<file path="config.mk">
export PLATFORM = sky130hd
export DESIGN_NAME = lse_reduce_ctrl
export DESIGN_NICKNAME = d
export VERILOG_FILES = /design/src/rtl/lse_reduce_ctrl.sv
export SDC_FILE = /design/constraint.sdc
export NUM_CORES = 1
export LEC_CHECK = 0
export BUFFER_PORTS_ARGS = -buffer_cell sky130_fd_sc_hd__buf_2
export CELL_PAD_IN_SITES_DETAIL_PLACEMENT = 1
export CELL_PAD_IN_SITES_GLOBAL_PLACEMENT = 1
export CORE_ASPECT_RATIO = 1.4
export CORE_UTILIZATION = 32
export CTS_CLUSTER_DIAMETER = 30
export DETAILED_ROUTE_END_ITERATION = 16
export PLACE_DENSITY_LB_ADDON = 0.1
export SKIP_CTS_REPAIR_TIMING = 1
export SYNTH_ARGS = -nofsm -noshare
export SYNTH_HDL_FRONTEND = slang
export SYNTH_SLANG_ARGS = --single-unit
</file>
<file path="constraint.sdc">
create_clock -name clk -period 2 [get_ports clk]
set_input_delay 0.1 -clock clk [delete_from_list [all_inputs] [get_ports clk]]
set_output_delay 0.1 -clock clk [all_outputs]
set_load 0.02 [all_outputs]
</file>
<file path="src/rtl/lse_reduce_ctrl.sv">
// Folds a stream of N log-domain values into one LSE sum by sequencing a shared
// lse_add unit (one element per two cycles, 1-cycle adder latency).
module lse_reduce_ctrl #(
  parameter int WIDTH   = 24,
  parameter int CNT_W   = 8,
  parameter int TIMEOUT = 15
) (
  input  logic             clk,
  input  logic             rst,
  input  logic             start,
  input  logic [CNT_W-1:0] count,
  output logic             busy,
  input  logic             in_valid,
  input  logic [WIDTH-1:0] in_data,
  output logic             in_ready,
  output logic             add_en,
  output logic [1:0]       add_mode,
  output logic [WIDTH-1:0] add_a,
  output logic [WIDTH-1:0] add_b,
  input  logic [WIDTH-1:0] add_result,
  input  logic             add_valid,
  output logic             out_valid,
  output logic [WIDTH-1:0] out_data,
  input  logic             out_ready,
  output logic             err_timeout
);

  localparam int WT_W = $clog2(TIMEOUT + 1);
  localparam logic [WIDTH-1:0] NEG_INF = {1'b1, {(WIDTH-1){1'b0}}};

  typedef enum logic [2:0] {
    S_IDLE,
    S_FIRST,
    S_NEXT,
    S_WAIT,
    S_OUTPUT
  } state_t;

  state_t           state_q;
  logic [WIDTH-1:0] acc_q;
  logic [CNT_W-1:0] rem_q;
  logic [WT_W-1:0]  wait_q;
  logic             err_q;
  logic             accept;

  assign busy        = (state_q != S_IDLE);
  assign in_ready    = (state_q == S_FIRST) || (state_q == S_NEXT);
  assign accept      = in_valid && in_ready;
  assign add_en      = (state_q == S_NEXT) && in_valid;
  assign add_mode    = 2'b00;
  assign add_a       = acc_q;
  assign add_b       = in_data;
  assign out_valid   = (state_q == S_OUTPUT);
  assign out_data    = out_valid ? acc_q : '0;
  assign err_timeout = err_q;

  always_ff @(posedge clk) begin
    if (rst) begin
      state_q <= S_IDLE;
      acc_q   <= '0;
      rem_q   <= '0;
      wait_q  <= '0;
      err_q   <= 1'b0;
    end else begin
      case (state_q)
        S_IDLE: begin
          if (start) begin
            rem_q <= count;
            err_q <= 1'b0;
            if (count == '0) begin
              acc_q   <= NEG_INF;
              state_q <= S_OUTPUT;
            end else begin
              state_q <= S_FIRST;
            end
          end
        end
        S_FIRST: begin
          // First element seeds the accumulator directly; no add is issued.
          if (accept) begin
            acc_q   <= in_data;
            rem_q   <= rem_q - CNT_W'(1);
            state_q <= (rem_q == CNT_W'(1)) ? S_OUTPUT : S_NEXT;
          end
        end
        S_NEXT: begin
          if (accept) begin
            rem_q   <= rem_q - CNT_W'(1);
            wait_q  <= '0;
            state_q <= S_WAIT;
          end
        end
        S_WAIT: begin
          // A returning result wins over a timeout landing in the same cycle.
          if (add_valid) begin
            acc_q   <= add_result;
            wait_q  <= '0;
            state_q <= (rem_q == '0) ? S_OUTPUT : S_NEXT;
          end else if (wait_q == WT_W'(TIMEOUT - 1)) begin
            err_q   <= 1'b1;
            wait_q  <= '0;
            state_q <= S_IDLE;
          end else begin
            wait_q <= wait_q + WT_W'(1);
          end
        end
        S_OUTPUT: begin
          if (out_ready) state_q <= S_IDLE;
        end
        default: state_q <= S_IDLE;
      endcase
    end
  end

endmodule

</file>
==> metrics.md <==
| Metric | Value |
|---|---|
| Maximum vdd drop | 0.553 mV |
| Startpoint types | flip-flop |
| Critical path class | flip-flop to flip-flop |
| Yosys cell types | 60 |
| Placer Congestion | 0.838 |
| CTS Buffer Depth | 2 |
| Yosys warnings | 0 |
| Worst Path Arrival | 2000 ps |
| DRT Pass-1 Iters | 4 |
| Setup TNS | 0 ps |
| Routed wire length | 9340 um |
| R2R cell count | 6 |
| Clock-pin slew on the worst setup and hold paths | 60 ps |
| CTS Sinks | 40 |
| Post-synthesis cell count | 336 |
| Chain of cells forming the critical path | inv_1, ha_1, or3b_2, nor4b_1, o2bb2ai_1, a221oi_1 |
| Placed Instances | 542 |
| Max_cap viols | 0 |
| Global-route wire length before repair | 14800 um |
| H-tree levels | 2 |
| Least-Margin Pin Slew | 705 ps |
| Data required, critical path | 2140 ps |
| List of most frequent post-synthesis cells | dfxtp_1, nor3_1, a31oi_1, buf_4, and2_1 |
| Core ar. | 8250 um^2 |
| Most frequent cell after synthesis | dfxtp_1 |
| Total CTS buffers | 5 |
| Max Freq | 537 MHz |
| Top cells by area, synth | dfxtp_1, a22o_1, buf_4 |
| WP depth | 6 |
| Total number of vias | 3019 |
| Crit-path slowest cell | or3b_2 |
| Mapped cell area | 2740 um^2 |
| Power Density | 1550 nW/um^2 |
| FF+latch count, synth | 40 |
| CP max stage delay | 500 ps |
| CTS tree | done |
| Syn_area_per_cell | 8.15 um^2 |
| R2r startpoint | rem_q[0]$_SDFFE_PP0P_ |
| Post-route antenna net violation count | 0 |
| Area growth, synth to finish | 29.0% |
| GRT Residual Overflow | 0 |
| Post-synthesis sequential area ratio | 0.292 |
| CP delay by family, top | simple AND/OR/NAND/NOR gates |
| CP max FO | 5 |
| Worst slew margin | 0.529 |
| WP buf/inv | 1 |
| RSZ-0062 raised after global routing | false |
| CP Capture Type | flip-flop |
| Port Buffers | 138 |
| Status | finished, final reports clean |
| # IOs | 141 |
| Die width | 80.2 um |
| Hold crit path type | primary input to flip-flop |
| Die area | 8940 um^2 |
| Async SR Flop Fraction | 0 |
| Clock Latency Late Sink | 280 ps |
| Inserted Diodes | 0 |
| Share of layout cells above drive strength 1 | 0.407 |
| Initial DRC count | 97 |
| Via density per instance | 5.52 |
| Gr usage total | 0.210 |
| # setup viols final | 0 |
| Finished Layout Cells | 547 |
| Initial antenna violation count | 0 |
| Row cnt | 39 |
| Setup Skew | 3.08 ps |
| Vias in the first global route | 3042 |
| Period utilization | 0.932 |
| DRC Markers | 0 |
| Fin. Hold Viols | 0 |
| Top FF cell, synth | dfxtp_1 |
| Post-layout min period | 1860 ps |
| Largest net degree at the start of global routing | 24 |
| Number of synthesized flops with an enable pin | 0 |
| R2R Setup Slk | 140 ps |
| Fin nets | 514 |
| Yosys top cell area share | 0.292 |
| Final Max Tran Viols | 0 |
| Worst setup endpoint | rem_q[6]$_SDFFE_PP0P_ |
| Chip height | 111 um |
| HPWL Detailed | 7120 um |
| Avg WL per Cell | 17.1 um |
| Lkg Pwr | 1.63 nW |
| Starting Density | 0.332 |
| Post-synth top area cell | dfxtp_1 |
| Root Buffer | clkbuf_16 |
| Setup crit start | rem_q[0]$_SDFFE_PP0P_ |
| RR Endpoint | rem_q[6]$_SDFFE_PP0P_ |
## layer usage
metal  vias up  GRT usage  wire length, um
met4         0     0.0583              140
li1       1456          -                -
met3         9     0.0320              503
met1      1449      0.239             3760
met5         -          0                0
met2       105      0.393             4940
## cell type report
| cell class | instances | area (um^2) |
|---|---|---|
| repair buffers | 160 | 856 |
| fillers | 1069 | 4710 |
| multi-input cells | 226 | 1570 |
| well taps | 102 | 128 |
| clock buffers | 5 | 125 |
| inverters | 14 | 52.6 |
| flip-flops and latches | 40 | 801 |
## registers in the layout, summed over array words and instances (netlist names)
name	cells
add_a	24
rem_q	8
wait_q	4
state_q	3
err_timeout	1
## worst min-delay path by stage
stage | start | cells after the start | slack [ps] | to
5_1_grt | start | 2 | 40 | err_timeout$_SDFFE_PP0P_
2_1_floorplan | start | 1 | 200 | err_timeout$_SDFFE_PP0P_
3_5_place_dp | start | 2 | 310 | err_timeout$_SDFFE_PP0P_
3_3_place_gp | start | 2 | 310 | err_timeout$_SDFFE_PP0P_
6_report | start | 2 | 30 | err_timeout$_SDFFE_PP0P_
4_1_cts | start | 2 | 20 | err_timeout$_SDFFE_PP0P_
## placed cells by master (no fill, tap or decap), types with 2 or more instances in the layout
master	netlist	layout
buf_2	18	138
dfxtp_1	40	40
nor3_1	31	31
a31oi_1	27	27
and2_1	24	24
a22o_1	23	23
nor4_1	23	23
buf_4	26	22
inv_1	13	13
nor2_1	11	11
nand3_1	7	7
a21oi_1	5	5
ha_1	5	5
clkbuf_16	0	5
nand2_1	4	4
a21o_1	3	3
a211oi_1	3	3
xnor2_1	3	3
nor4_2	2	2
mux2i_1	3	2
and3_1	2	2
or3_1	2	2
nor4b_1	2	2
nand2b_1	2	2
or3b_2	2	2
o2bb2ai_1	2	2
o31a_1	2	2
o21ai_0	2	2
o32ai_1	2	2
o31ai_1	2	2
nand4_1	2	2
o22ai_1	2	2
conb_1	1	2
## metrics by stage
stage	hold WS (ps)	util	power, mW	setup slack, ps	instance area (um^2)
4_1_cts	19.6	0.428	5.47	96.5	3530
2_1_floorplan	197	-	3.67	274	2740
6_report	27.9	0.428	5.46	137	3530
5_1_grt	43.0	0.428	5.83	4.01	3530
3_3_place_gp	307	0.413	4.65	128	3400
3_5_place_dp	309	0.413	4.71	122	3400
## report_power, final
part           switching [mW]  internal, mW
Sequential              0.281          1.12
Clock                   0.302         0.441
Combinational            2.01          1.31
## cell families after synthesis
| kind of cell | Yosys count | synth area share |
|---|---|---|
| flip-flops | 40 | 0.292 |
| multiplexers | 4 | 0.0151 |
| AND/OR/NAND/NOR | 122 | 0.263 |
| other | 1 | 0.00137 |
| buffers and inverters | 71 | 0.141 |
| AO/OA/AOI/OAI | 89 | 0.249 |
| adder cells (fa/ha/maj) | 5 | 0.0228 |
| XOR/XNOR | 4 | 0.0155 |
## worst reg2reg max path: cells and delay by family, from the launching register on
kind | cells | cell delay, ps
and+or+nand+nor | 2 | 820
DFF | 1 | 350
AOI/OAI and AO/OA | 2 | 250
adders and majority gates | 1 | 190
buffers and inverters | 1 | 120
(Power assumes the default switching activity.)
